## src/rtl/backend_types.sv

```systemverilog
// Shared backend types for the ROB, free list and retirement register file.
// RRF_X0_HARDWIRE_EN: when defined, architectural register 0 is hardwired to physical 0.
package backend_types;
  localparam int COMMIT_WIDTH   = 2;
  localparam int NUM_ARCH_REGS  = 32;
  localparam int NUM_PHYS_REGS  = 64;
  localparam int ARCH_REG_WIDTH = $clog2(NUM_ARCH_REGS);
  localparam int PHYS_REG_WIDTH = $clog2(NUM_PHYS_REGS);

  typedef struct packed {
    logic                      valid;
    logic [ARCH_REG_WIDTH-1:0] ard;
    logic [PHYS_REG_WIDTH-1:0] prd;
  } commit_slot_t;

  // True when a slot writes the committed map (x0 writes are dropped when hardwired).
  function automatic logic is_producer(input commit_slot_t s);
`ifdef RRF_X0_HARDWIRE_EN
    return s.valid && (s.ard != '0);
`else
    return s.valid;
`endif
  endfunction
endpackage

```

## src/rtl/rrf_mc_resolve.sv

```systemverilog
// Per-slot displaced-mapping resolution with older-slot priority; purely combinational.
// RRF_X0_HARDWIRE_EN: x0 slots free their own prd when nonzero.
module rrf_mc_resolve
  import backend_types::*;
(
  input  commit_slot_t [COMMIT_WIDTH-1:0]                     slots,
  input  logic [NUM_ARCH_REGS-1:0][PHYS_REG_WIDTH-1:0]        arch_map,
  output logic [COMMIT_WIDTH-1:0]                             rel_valid,
  output logic [COMMIT_WIDTH-1:0][PHYS_REG_WIDTH-1:0]         rel_prd
);
  always_comb begin
    logic [PHYS_REG_WIDTH-1:0] old;
    rel_valid = '0;
    rel_prd   = '0;
    old       = '0;
    for (int k = 0; k < COMMIT_WIDTH; k++) begin
      old = arch_map[slots[k].ard];
      // Ascending scan: the nearest older same-ard producer overwrites earlier ones.
      for (int j = 0; j < k; j++) begin
        if (is_producer(slots[j]) && (slots[j].ard == slots[k].ard)) old = slots[j].prd;
      end
`ifdef RRF_X0_HARDWIRE_EN
      if (slots[k].ard == '0) begin
        rel_valid[k] = slots[k].valid && (slots[k].prd != '0);
        rel_prd[k]   = rel_valid[k] ? slots[k].prd : '0;
      end else if (slots[k].valid && (old != slots[k].prd)) begin
        rel_valid[k] = 1'b1;
        rel_prd[k]   = old;
      end
`else
      if (slots[k].valid && (old != slots[k].prd)) begin
        rel_valid[k] = 1'b1;
        rel_prd[k]   = old;
      end
`endif
    end
  end
endmodule

```

## src/rtl/rrf_mc.sv

```systemverilog
// Multi-commit retirement register file: committed map, release register, retire counter.
// RRF_X0_HARDWIRE_EN: see backend_types; arch_map[0] then stays 0.
module rrf_mc
  import backend_types::*;
(
  input  logic                                           clk,
  input  logic                                           rst,
  input  logic [COMMIT_WIDTH-1:0]                        commit_valid,
  input  logic [COMMIT_WIDTH-1:0][ARCH_REG_WIDTH-1:0]    commit_ard,
  input  logic [COMMIT_WIDTH-1:0][PHYS_REG_WIDTH-1:0]    commit_prd,
  output logic                                           commit_ready,
  output logic [COMMIT_WIDTH-1:0]                        free_valid,
  output logic [COMMIT_WIDTH-1:0][PHYS_REG_WIDTH-1:0]    free_prd,
  input  logic                                           free_ready,
  output logic [NUM_ARCH_REGS-1:0][PHYS_REG_WIDTH-1:0]   arch_map,
  output logic [31:0]                                    commit_count
);
  commit_slot_t [COMMIT_WIDTH-1:0]                slots;
  logic [COMMIT_WIDTH-1:0]                        rel_valid;
  logic [COMMIT_WIDTH-1:0][PHYS_REG_WIDTH-1:0]    rel_prd;
  logic [31:0]                                    valid_count;
  logic                                           pending;

  always_comb begin
    valid_count = '0;
    for (int k = 0; k < COMMIT_WIDTH; k++) begin
      slots[k].valid = commit_valid[k];
      slots[k].ard   = commit_ard[k];
      slots[k].prd   = commit_prd[k];
      valid_count    = valid_count + 32'(commit_valid[k]);
    end
  end

  rrf_mc_resolve u_resolve (
    .slots     (slots),
    .arch_map  (arch_map),
    .rel_valid (rel_valid),
    .rel_prd   (rel_prd)
  );

  // Handshake: the commit bundle is accepted whenever commit_ready is high; the
  // release register drains when free_ready is high. A held release freezes the
  // map and counter, and commit_ready depends only on free_valid and free_ready.
  assign pending      = |free_valid;
  assign commit_ready = !pending || free_ready;

  always_ff @(posedge clk) begin
    if (rst) begin
      for (int i = 0; i < NUM_ARCH_REGS; i++) arch_map[i] <= PHYS_REG_WIDTH'(i);
      free_valid   <= '0;
      free_prd     <= '0;
      commit_count <= '0;
    end else if (commit_ready) begin
      // Later (younger) slots win on the same ard.
      for (int k = 0; k < COMMIT_WIDTH; k++) begin
        if (is_producer(slots[k])) arch_map[slots[k].ard] <= slots[k].prd;
      end
      free_valid   <= rel_valid;
      free_prd     <= rel_prd;
      commit_count <= commit_count + valid_count;
    end
  end
endmodule

```

## config.mk

```make
export PLATFORM = sky130hd
export DESIGN_NAME = rrf_mc
export DESIGN_NICKNAME = d
export VERILOG_FILES = /design/src/rtl/backend_types.sv /design/src/rtl/rrf_mc_resolve.sv /design/src/rtl/rrf_mc.sv
export SDC_FILE = /design/constraint.sdc
export NUM_CORES = 1
export LEC_CHECK = 0
export ABC_AREA = 1
export CAP_MARGIN = 25
export CORE_ASPECT_RATIO = 1.1
export CORE_UTILIZATION = 45
export CTS_BUF_LIST = sky130_fd_sc_hd__clkbuf_4 sky130_fd_sc_hd__clkbuf_8
export DETAILED_ROUTE_END_ITERATION = 10
export PLACE_DENSITY = 0.7
export SLEW_MARGIN = 20
export SYNTH_ARGS = -nofsm -noshare
export SYNTH_HDL_FRONTEND = slang
export SYNTH_SLANG_ARGS = --single-unit
```

## constraint.sdc

```tcl
create_clock -name clk -period 3.7 [get_ports clk]
set_input_delay 0.555 -clock clk [delete_from_list [all_inputs] [get_ports clk]]
set_output_delay 0.555 -clock clk [all_outputs]
set_load 0.01 [all_outputs]
```

# After elaboration in Yosys (flattened, before gate mapping)
# Index checks and enable logic that the tools add are counted.
[classes]
n_addsub = 2
mul = 0
div = 0
order_cmp = 4
n_eq_ne = 3
n_shift = 0
muxes = 19
bitwise_logic = 0
n_reduce_logical = 8
[op_table]
columns = ["operator", "n"]
rows = [
  ["192-bit 2-to-1 mux", 4],
  ["192-bit bitwise mux", 2],
  ["6-bit binary-select mux with 5-bit select", 2],
  ["6-bit demux with 5-bit select", 2],
  ["6-bit 2-to-1 mux", 7],
  ["32-bit by 2-bit adder with 32-bit output", 1],
  ["5-bit by 6-bit less-than comparator with 1-bit output (second input constant)", 2],
  ["6-bit != test", 2],
  ["5-bit by 1-bit greater-or-equal comparator with 1-bit output (second input constant)", 2],
  ["5-bit == test", 1],
  ["1-bit logical AND", 5],
  ["1-bit by 1-bit adder with 2-bit output", 1],
  ["1-bit 2-to-1 mux", 2],
  ["2-bit OR reduction", 1],
  ["1-bit logical NOT", 1],
  ["1-bit logical OR", 1],
]
[totals]
regBits = 238
latch_bits = 0
ram_bits = 0
mem_bits_ro = 0
inputBits = 27
out_inout_bits = 239
word_cells = 72
mem_count = 0

# Longest topological paths before layout
# Gate-level depths: netlist of the first run.
[logic_depth]
word_depth = 10
depth_mapped = 18
ltp_nobuf = 16

# By module
# From an unflattened synthesis of the first run, not the netlist that was laid out.
[unflattened]
hier_cells = 2752
area_unflattened_um2 = 16007.9
[by_module_without_submodules]
columns = ["module", "n_inst", "cells_per_inst", "area_per_inst_um2", "seq_area_each_um2"]
rows = [
  ["rrf_mc", 1, 1797, 11672.4, 4764.6],
  ["rrf_mc_resolve", 1, 955, 4335.4, 0.0],
]

# Worst setup path before layout of the first run
# Ideal clock, no wire load.
[synth_timing]
path_kind = "input port to flip-flop"
startpoint = "input port commit_valid[1]"
endpoint = "register commit_count[22]"
setup_time_ps = 118
arrival_time_ps = 2587
required_time_ps = 3582
setup_slack_ps = 995
path_stages = 16
path_buffers = 0
path_cell_list = "inv_1 > fa_1 > inv_1 > ha_1 > inv_1 > nor3_2 > nand2_1 > nor2_2 > nand3_1 > or2_1 > nor2_2 > nand4_2 > inv_1 > nand3_1 > nand2_1 > a21oi_1"
[synth_via]
elab_chain_cells = 2
[synth_rtl]
columns = ["item", "line_no", "source"]
rows = [
  ["from (decl)", "rrf_mc.sv:8", "input logic [COMMIT_WIDTH-1:0] commit_valid,"],
  ["1-bit by 1-bit adder with 2-bit output", "rrf_mc.sv:30", "valid_count = valid_count + 32'(commit_valid[k]);"],
  ["32-bit by 2-bit adder with 32-bit output", "rrf_mc.sv:60", "commit_count <= commit_count + valid_count;"],
  ["to (signal assigned)", "rrf_mc.sv:60", ""],
  ["to (decl)", "rrf_mc.sv:16", "output logic [31:0] commit_count"],
]
# No other way between the ends.
# A chain may end at the register's enable or synchronous reset.

# Worst setup path in the final report of the first run
[layout_timing]
startpoint = "input port commit_ard[6] (netlist bit)"
endpoint = "register arch_map[133] (netlist bit)"
[layout_via]
elab_chain_cells = 6
elab_cells_between_ends = 7
cone_classes = "order compare (2); mux (4); reduce/logical (1)"
[layout_rtl]
columns = ["item", "line_no", "source"]
rows = [
  ["from (decl)", "rrf_mc.sv:9", "input logic [COMMIT_WIDTH-1:0][ARCH_REG_WIDTH-1:0] commit_ard,"],
  ["5-bit by 6-bit less-than comparator with 1-bit output (not written as such) / 5-bit by 1-bit greater-or-equal comparator with 1-bit output (equally long branches)", "rrf_mc.sv:56", "if (is_producer(slots[k])) arch_map[slots[k].ard] <= slots[k].prd;"],
  ["1-bit logical AND (not written as such)", "rrf_mc.sv:56", ""],
  ["6-bit 2-to-1 mux (not written as such)", "rrf_mc.sv:56", ""],
  ["6-bit demux with 5-bit select *", "rrf_mc.sv:56", ""],
  ["192-bit bitwise mux *", "rrf_mc.sv:56", ""],
  ["192-bit 2-to-1 mux *", "rrf_mc.sv:56", ""],
  ["to (signal, indexed assignment)", "rrf_mc.sv:56", ""],
  ["to (decl)", "rrf_mc.sv:15", "output logic [NUM_ARCH_REGS-1:0][PHYS_REG_WIDTH-1:0] arch_map,"],
]
# Mark *: on every way between the ends. The rest lies on a longest branch, timed or not.

==> results of run 1 <==
==> Yosys cell counts (4+ instances only) <==
master,number
nor3_2,12
nand2_1,675
nand4_1,16
o211ai_1,27
a21oi_1,319
a211o_1,7
inv_2,52
buf_4,5
xor2_1,5
buf_1,14
clkbuf_1,95
a21oi_2,6
inv_1,160
nor2_2,39
o221ai_1,23
o21ai_1,40
a221oi_1,20
a211oi_1,44
nor3_1,13
a22oi_1,76
o21ai_0,269
nor2_1,213
buf_2,34
dfxtp_1,238
nor3_4,4
xnor2_1,6
nand3_1,52
==> placed cells by master (no fill, tap or decap), drive strengths merged, types with 17 or more instances in the layout <==
| cell type | n |
|---|---|
| clkbuf | 73 |
| o221ai | 23 |
| dfxtp | 238 |
| a22oi | 76 |
| nand2 | 679 |
| clkdlybuf4s50 | 263 |
| a211oi | 44 |
| buf | 80 |
| o211ai | 27 |
| a221oi | 20 |
| nor2 | 252 |
| inv | 211 |
| a21oi | 328 |
| nor3 | 29 |
| nand4 | 17 |
| nand3 | 55 |
| o21ai | 309 |
==> power groups by stage <==
stage	combinational [mW]	sequential, mW	clock (mW)
6_report	1.46	2.82	3.03
5_1_grt	1.56	2.83	3.14
4_1_cts	1.41	2.81	3.02
3_5_place_dp	1.41	2.87	0
3_3_place_gp	1.39	2.87	0
2_1_floorplan	0.746	2.85	0
==> area by class of cell <==
cell class / count / share of cell area (%)
multi-input combinational: 1889 / 47.0
timing repair buffer: 343 / 16.8
clock inverter: 7 / 0.589
inverter: 215 / 4.10
sequential: 238 / 24.1
clock buffer: 73 / 4.64
tap: 432 / 2.74
==> worst max-delay path by stage <==
stage | startpoint | depth (start not counted) | slack [ns] | endpoint
after floorplan | commit_valid[1] | 16 | 1.0 | commit_count[22]
after global placement | commit_valid[1] | 17 | 0.31 | commit_count[22]
after detailed placement | commit_valid[1] | 15 | 0.27 | commit_count[20]
after CTS | commit_valid[1] | 15 | 0.87 | commit_count[20]
after global routing | commit_valid[1] | 17 | 0.55 | commit_count[22]
final | commit_ard[6] | 9 | 0.80 | arch_map[133]
==> per-layer routing <==
layer | wire (um) | global-route usage, %
met5 | 0 | 0
met4 | 5460 | 28.1
met3 | 9100 | 9.70
met2 | 33100 | 66.1
met1 | 27800 | 52.7
==> state kept, by name (all words and copies together) (netlist names) <==
| signal | count |
|---|---|
| arch_map | 192 |
| commit_count | 32 |
| free_prd | 12 |
| free_valid | 2 |
==> stage by stage <==
| step | instance area, um^2 | setup slack [ns] | hold WS [ns] | instances |
|---|---|---|---|---|
| after floorplan | 15500 | 0.995 | 0.489 | 2491 |
| after global placement | 18700 | 0.308 | 0.461 | 3117 |
| after detailed placement | 18700 | 0.269 | 0.460 | 3117 |
| after CTS | 19700 | 0.869 | 0.244 | 3197 |
| after global routing | 19700 | 0.549 | 0.264 | 3197 |
| final | 19700 | 0.799 | 0.266 | 3197 |
==> kinds of logic (layout without fill, tap and decap cells) <==
family,count (synthesis),count (layout)
AND/OR/NAND/NOR,1038,1038
AO/OA/AOI/OAI,837,837
buffers and inverters,364,638
flip-flops,238,238
XOR/XNOR,11,11
adder cells (fa/ha/maj),2,2
multiplexers,1,1
==> impl_metrics.py, run 1 <==
metrics = {
    "yosys": {
        "synth_top_cell_by_area": "dfxtp_1",
        "synthSimpleGateAreaFrac_pct": 27.9,
        "yosys-top-cells-area": "dfxtp_1, nand2_1, a21oi_1",
        "syn_nets": 2520,
        "synth.top_cell.area_share_pct": 30.8,
        "syn_area_per_cell_um2": 6.20,
        "synthesis.area_mm2": 0.0155,
        "synth_top_family_by_area": "compound AO/OA/AOI/OAI gates",
        "synthMuxAreaShare_pct": 0.0729,
        "synthArstFlopShare_pct": 0,
        "ys_seq_area_share_pct": 30.8,
        "synth-compound-area-share_pct": 31.1,
        "synth_cell_type_count": 43,
        "ys_ff_latch": 238,
        "synth-edff-count": 0,
        "synth_xor_area_share_pct": 0.623,
        "netlist_instances": 2491,
        "synth_fa_ha_area_share_pct": 0.211,
        "ys_warn_count": 0,
        "synthFlopType": "dfxtp_1",
    },
    "cells_and_area": {
        "regArea_mm2": 0.00476,
        "nFillCells": 3312,
        "syn2layout_area_growth_pct": 27.8,
        "drive_gt1_share_pct": 10.5,
        "num_antenna_cells": 0,
        "final_util_pct": 58.9,
        "multi_input_area_mm2": 0.00928,
        "fin_nets": 2760,
    },
    "setup_path": {
        "worstRegToRegCells": 14,
        "critPathLaunchType": "input port",
        "crit_path_max_incr_delay_ns": 0.52,
        "path_class": "in -> reg",
        "reg2reg_from": "commit_count[0]",
        "path_common_cell": "nor2_1",
        "r2r_slack_ns": 0.86,
        "reg2reg_to": "commit_count[20]",
        "crit_family": "buffers and inverters",
        "cp.buffers_inverters": 4,
        "end_kind": "flop",
        "cp.arrival_ns": 3.33,
        "critical_path.cell_chain": "clkdlybuf4s50_1 > buf_4 > nand2_1 > nor2_1 > inv_2 > nor2_1 > inv_1 > a21oi_1 > o221ai_1",
        "required_ns": 4.13,
        "critPathSlowestCell": "clkdlybuf4s50_1",
        "cp_max_fo": 23,
    },
    "die": {
        "die_h_um": 196,
        "num_rows": 70,
        "start_util_pct": 46.1,
        "fp.dieArea_mm2": 0.0351,
        "die_w_um": 179,
        "core_area_mm2": 0.0335,
        "io_pins": 266,
    },
    "clocking": {
        "clkSinkCount": 238,
        "ctsHtreeMaxLevel": 2,
        "cts_tree": "yes",
        "root_buffer": "clkbuf_8",
        "path_clk_slew_ns": 0.06,
        "cts_resized": 0,
        "clk_latency_ns": 0.63,
        "ctsHoldBuffers": 0,
        "tritoncts.num_buffers": 44,
        "cts_max_path_buffers": 3,
        "post-cts-setup-buffers": 0,
    },
    "pwr": {
        "pwr-share-seq_pct": 38.6,
        "p_switching_mw": 2.36,
        "comb_power_share_pct": 20.0,
        "power_mw": 7.31,
        "p_per_area_mw_per_mm2": 370,
        "p_int_mw": 4.95,
        "ir_drop_v": 0.000253,
        "clkPwrFrac_pct": 41.4,
        "swShare_pct": 32.3,
        "p_leak_nw": 7.82,
    },
    "min_path": {
        "min_to": "arch_map[145]",
        "hold_class": "in -> reg",
        "hold_depth": 2,
        "hold_path.startpoint": "rst",
    },
    "sta": {
        "tns_ns": 0,
        "min_period_ns": 2.90,
        "period_share_pct": 78.4,
        "drv_slew": 0,
        "hold_viol": 0,
        "finalSetupViolations": 0,
        "worst_slew_pin_slew_ns": 0.918,
        "max_freq_mhz": 345,
        "grt_setup_unrepaired": "no",
        "finalClockSkew_ns": 0.0273,
        "slew_headroom_pct": 38.8,
    },
    "global_route": {
        "grt_util_all_layers_pct": 42.6,
        "grt_pass1_wl_mm": 112,
        "grt_pass1_vias": 18300,
        "grt_overflow": 0,
        "grt_max_degree": 118,
        "antenna_found_initial": 0,
    },
    "placed_design": {
        "io_buffers": 265,
        "dpl.hpwl_mm": 52.2,
        "place_congestion": 1.04,
    },
    "route": {
        "drtAntennaViolNets": 0,
        "drt_iter0_markers": 2758,
        "wl_per_cell_um": 23.6,
        "first_pass_iters": 8,
        "vias": 19600,
        "drc": 0,
        "viasPerCell": 6.12,
        "drt_wl_total_mm": 75.5,
    },
    "run_status": {
        "outcome": "finished clean",
    },
    "flow_run": {
        "drv_cap": 0,
    },
}
Note: power is estimated with default switching activity, not from simulation.
==> run 2: changes to the inputs <==
==> constraint.sdc (replaced) <==
create_clock -name clk -period 2.7 [get_ports clk]
set_input_delay 0.405 -clock clk [delete_from_list [all_inputs] [get_ports clk]]
set_output_delay 0.405 -clock clk [all_outputs]
set_load 0.01 [all_outputs]
==> impl_metrics.py, run 2 (synthesis results as in run 1) <==
metrics = {
    "global_route": {
        "grt_util_all_layers_pct": 43.3,
        "grt_overflow": 0,
        "grt_max_degree": 155,
        "antenna_found_initial": 0,
        "grt_pass1_vias": 18900,
        "grt_pass1_wl_mm": 114,
    },
    "flow_run": {
        "drv_cap": 0,
    },
    "clocking": {
        "clkSinkCount": 238,
        "cts_max_path_buffers": 3,
        "path_clk_slew_ns": 0.05,
        "ctsHoldBuffers": 0,
        "root_buffer": "clkbuf_8",
        "tritoncts.num_buffers": 44,
        "cts_tree": "yes",
        "ctsHtreeMaxLevel": 2,
        "clk_latency_ns": 0.59,
    },
    "cells_and_area": {
        "final_util_pct": 63.1,
        "final_common_cell": "nand2_1",
        "fin_nets": 2936,
        "drive_gt1_share_pct": 15.9,
        "top_register": "arch_map",
        "final_cell_mix": "nand2_1, a21oi_1, o21ai_0, clkdlybuf4s50_1, dfxtp_1",
        "reg_top3": "arch_map (192), commit_count (32), free_prd (12)",
        "num_antenna_cells": 0,
        "largest_register_ffs": 192,
        "nFillCells": 3180,
        "syn2layout_area_growth_pct": 37.0,
        "regArea_mm2": 0.00477,
        "multi_input_area_mm2": 0.00932,
    },
    "setup_path": {
        "crit_family": "simple AND/OR/NAND/NOR gates",
        "cp.arrival_ns": 3.00,
        "cp_max_fo": 3,
        "path_class": "reg -> reg",
        "path_common_cell": "inv_1",
        "critical_path.cell_chain": "inv_1 > fa_1 > inv_1 > ha_1 > inv_1 > nor3_2 > nand2_1 > nor2_2 > nand3_1 > or2_4 > nor2_4 > buf_4 > nand2_1 > o21ai_0 > a21oi_1",
        "required_ns": 3.17,
        "r2r_slack_ns": 0.17,
        "reg2reg_from": "commit_count[0]",
        "crit_path_max_incr_delay_ns": 0.37,
        "end_kind": "flop",
        "critPathSlowestCell": "fa_1",
        "cp.buffers_inverters": 4,
        "reg2reg_to": "commit_count[16]",
        "critPathLaunchType": "flop",
        "worstRegToRegCells": 15,
    },
    "sta": {
        "slew_headroom_pct": 34.7,
        "setup_ws_ns": 0.167,
        "drv_slew": 0,
        "grt_setup_unrepaired": "no",
        "worst_slew_pin_slew_ns": 0.980,
        "min_period_ns": 2.53,
        "period_share_pct": 93.8,
        "max_freq_mhz": 395,
        "finalSetupViolations": 0,
        "hold_viol": 0,
        "finalClockSkew_ns": 0.0167,
    },
    "placed_design": {
        "place_congestion": 1.03,
        "dpl.hpwl_mm": 55.3,
        "post-place-ws_ns": -0.467,
        "io_buffers": 265,
    },
    "min_path": {
        "hold_depth": 4,
        "min_to": "arch_map[42]",
        "hold_class": "in -> reg",
        "hold_path.startpoint": "rst",
    },
    "route": {
        "first_pass_iters": 9,
        "drtAntennaViolNets": 0,
        "viasPerCell": 5.99,
        "vias": 20200,
        "drt_wl_total_mm": 77.1,
        "drc": 1,
        "wl_per_cell_um": 22.9,
        "drt_iter0_markers": 2510,
    },
    "die": {
        "start_util_pct": 46.1,
        "die_h_um": 196,
        "die_w_um": 179,
        "core_area_mm2": 0.0335,
        "num_rows": 70,
        "io_pins": 266,
        "fp.dieArea_mm2": 0.0351,
    },
    "pwr": {
        "p_leak_nw": 8.72,
        "ir_drop_v": 0.000352,
        "p_per_area_mw_per_mm2": 452,
    },
    "run_status": {
        "violations": "design-rule violations",
        "outcome": "complete, but fails checks",
    },
}
-- run 2: worst min-delay path, cell delays in order --
cell and delay, ns:
buf_4 0.11, inv_2 0.05, buf_4 0.24, o221ai_1 0.11
-- run 2: cell type report --
cell class | count | share of cell area (%)
clock inverters | 4 | 0.118
well taps | 432 | 2.55
flip-flops and latches | 238 | 22.5
clock buffers | 68 | 3.92
repair buffers | 519 | 23.1
inverters | 215 | 3.82
multi-input cells | 1889 | 44.0
-- run 2: worst max path at each step --
stage / slack, ns / endpoint / cells past startpoint / startpoint
2_1_floorplan: 0.15 / commit_count[22] / 16 / commit_valid[1]
3_3_place_gp: -0.37 / commit_count[22] / 17 / commit_valid[0]
3_5_place_dp: -0.47 / commit_count[20] / 15 / commit_valid[0]
4_1_cts: 0.06 / commit_count[20] / 14 / commit_count[0]
5_1_grt: 0.001 / commit_count[29] / 16 / commit_valid[0]
6_report: 0.17 / commit_count[16] / 15 / commit_count[0]
-- run 2: layer usage --
| layer | vias up | part of all wire, % | GRT usage [%] |
|---|---|---|---|
| li1 | 9245 | - | - |
| met1 | 9094 | 37 | 52.4 |
| met2 | 1438 | 44 | 68.0 |
| met3 | 382 | 12 | 10.3 |
| met4 | 0 | 7.5 | 29.0 |
| met5 | - | 0 | 0 |
-- run 2: power breakdown --
group | internal (mW) | switching, mW
Clock | 1.93 | 1.57
Combinational | 0.853 | 1.36
Sequential | 3.66 | 0.204
-- run 2: metrics by stage --
stage | area (um^2) | TNS, ns | hold slack (ns) | instances | total power [mW]
after global routing | 21200 | 0 | 0.376 | 3365 | 9.89
after floorplan | 15500 | 0 | 0.489 | 2491 | 4.93
after CTS | 21100 | 0 | 0.349 | 3364 | 9.53
after detailed placement | 20300 | -9.05 | 0.465 | 3292 | 6.06
after global placement | 20300 | -8.04 | 0.458 | 3292 | 6.04
final | 21200 | 0 | 0.380 | 3365 | 9.58
-- run 2: timing repair --
| action | 4_1_cts | 5_1_grt |
|---|---|---|
| endpoints found under the setup margin | 0 | 14 |
| setup buffers | 0 | 1 |
| resized for setup | 0 | 14 |
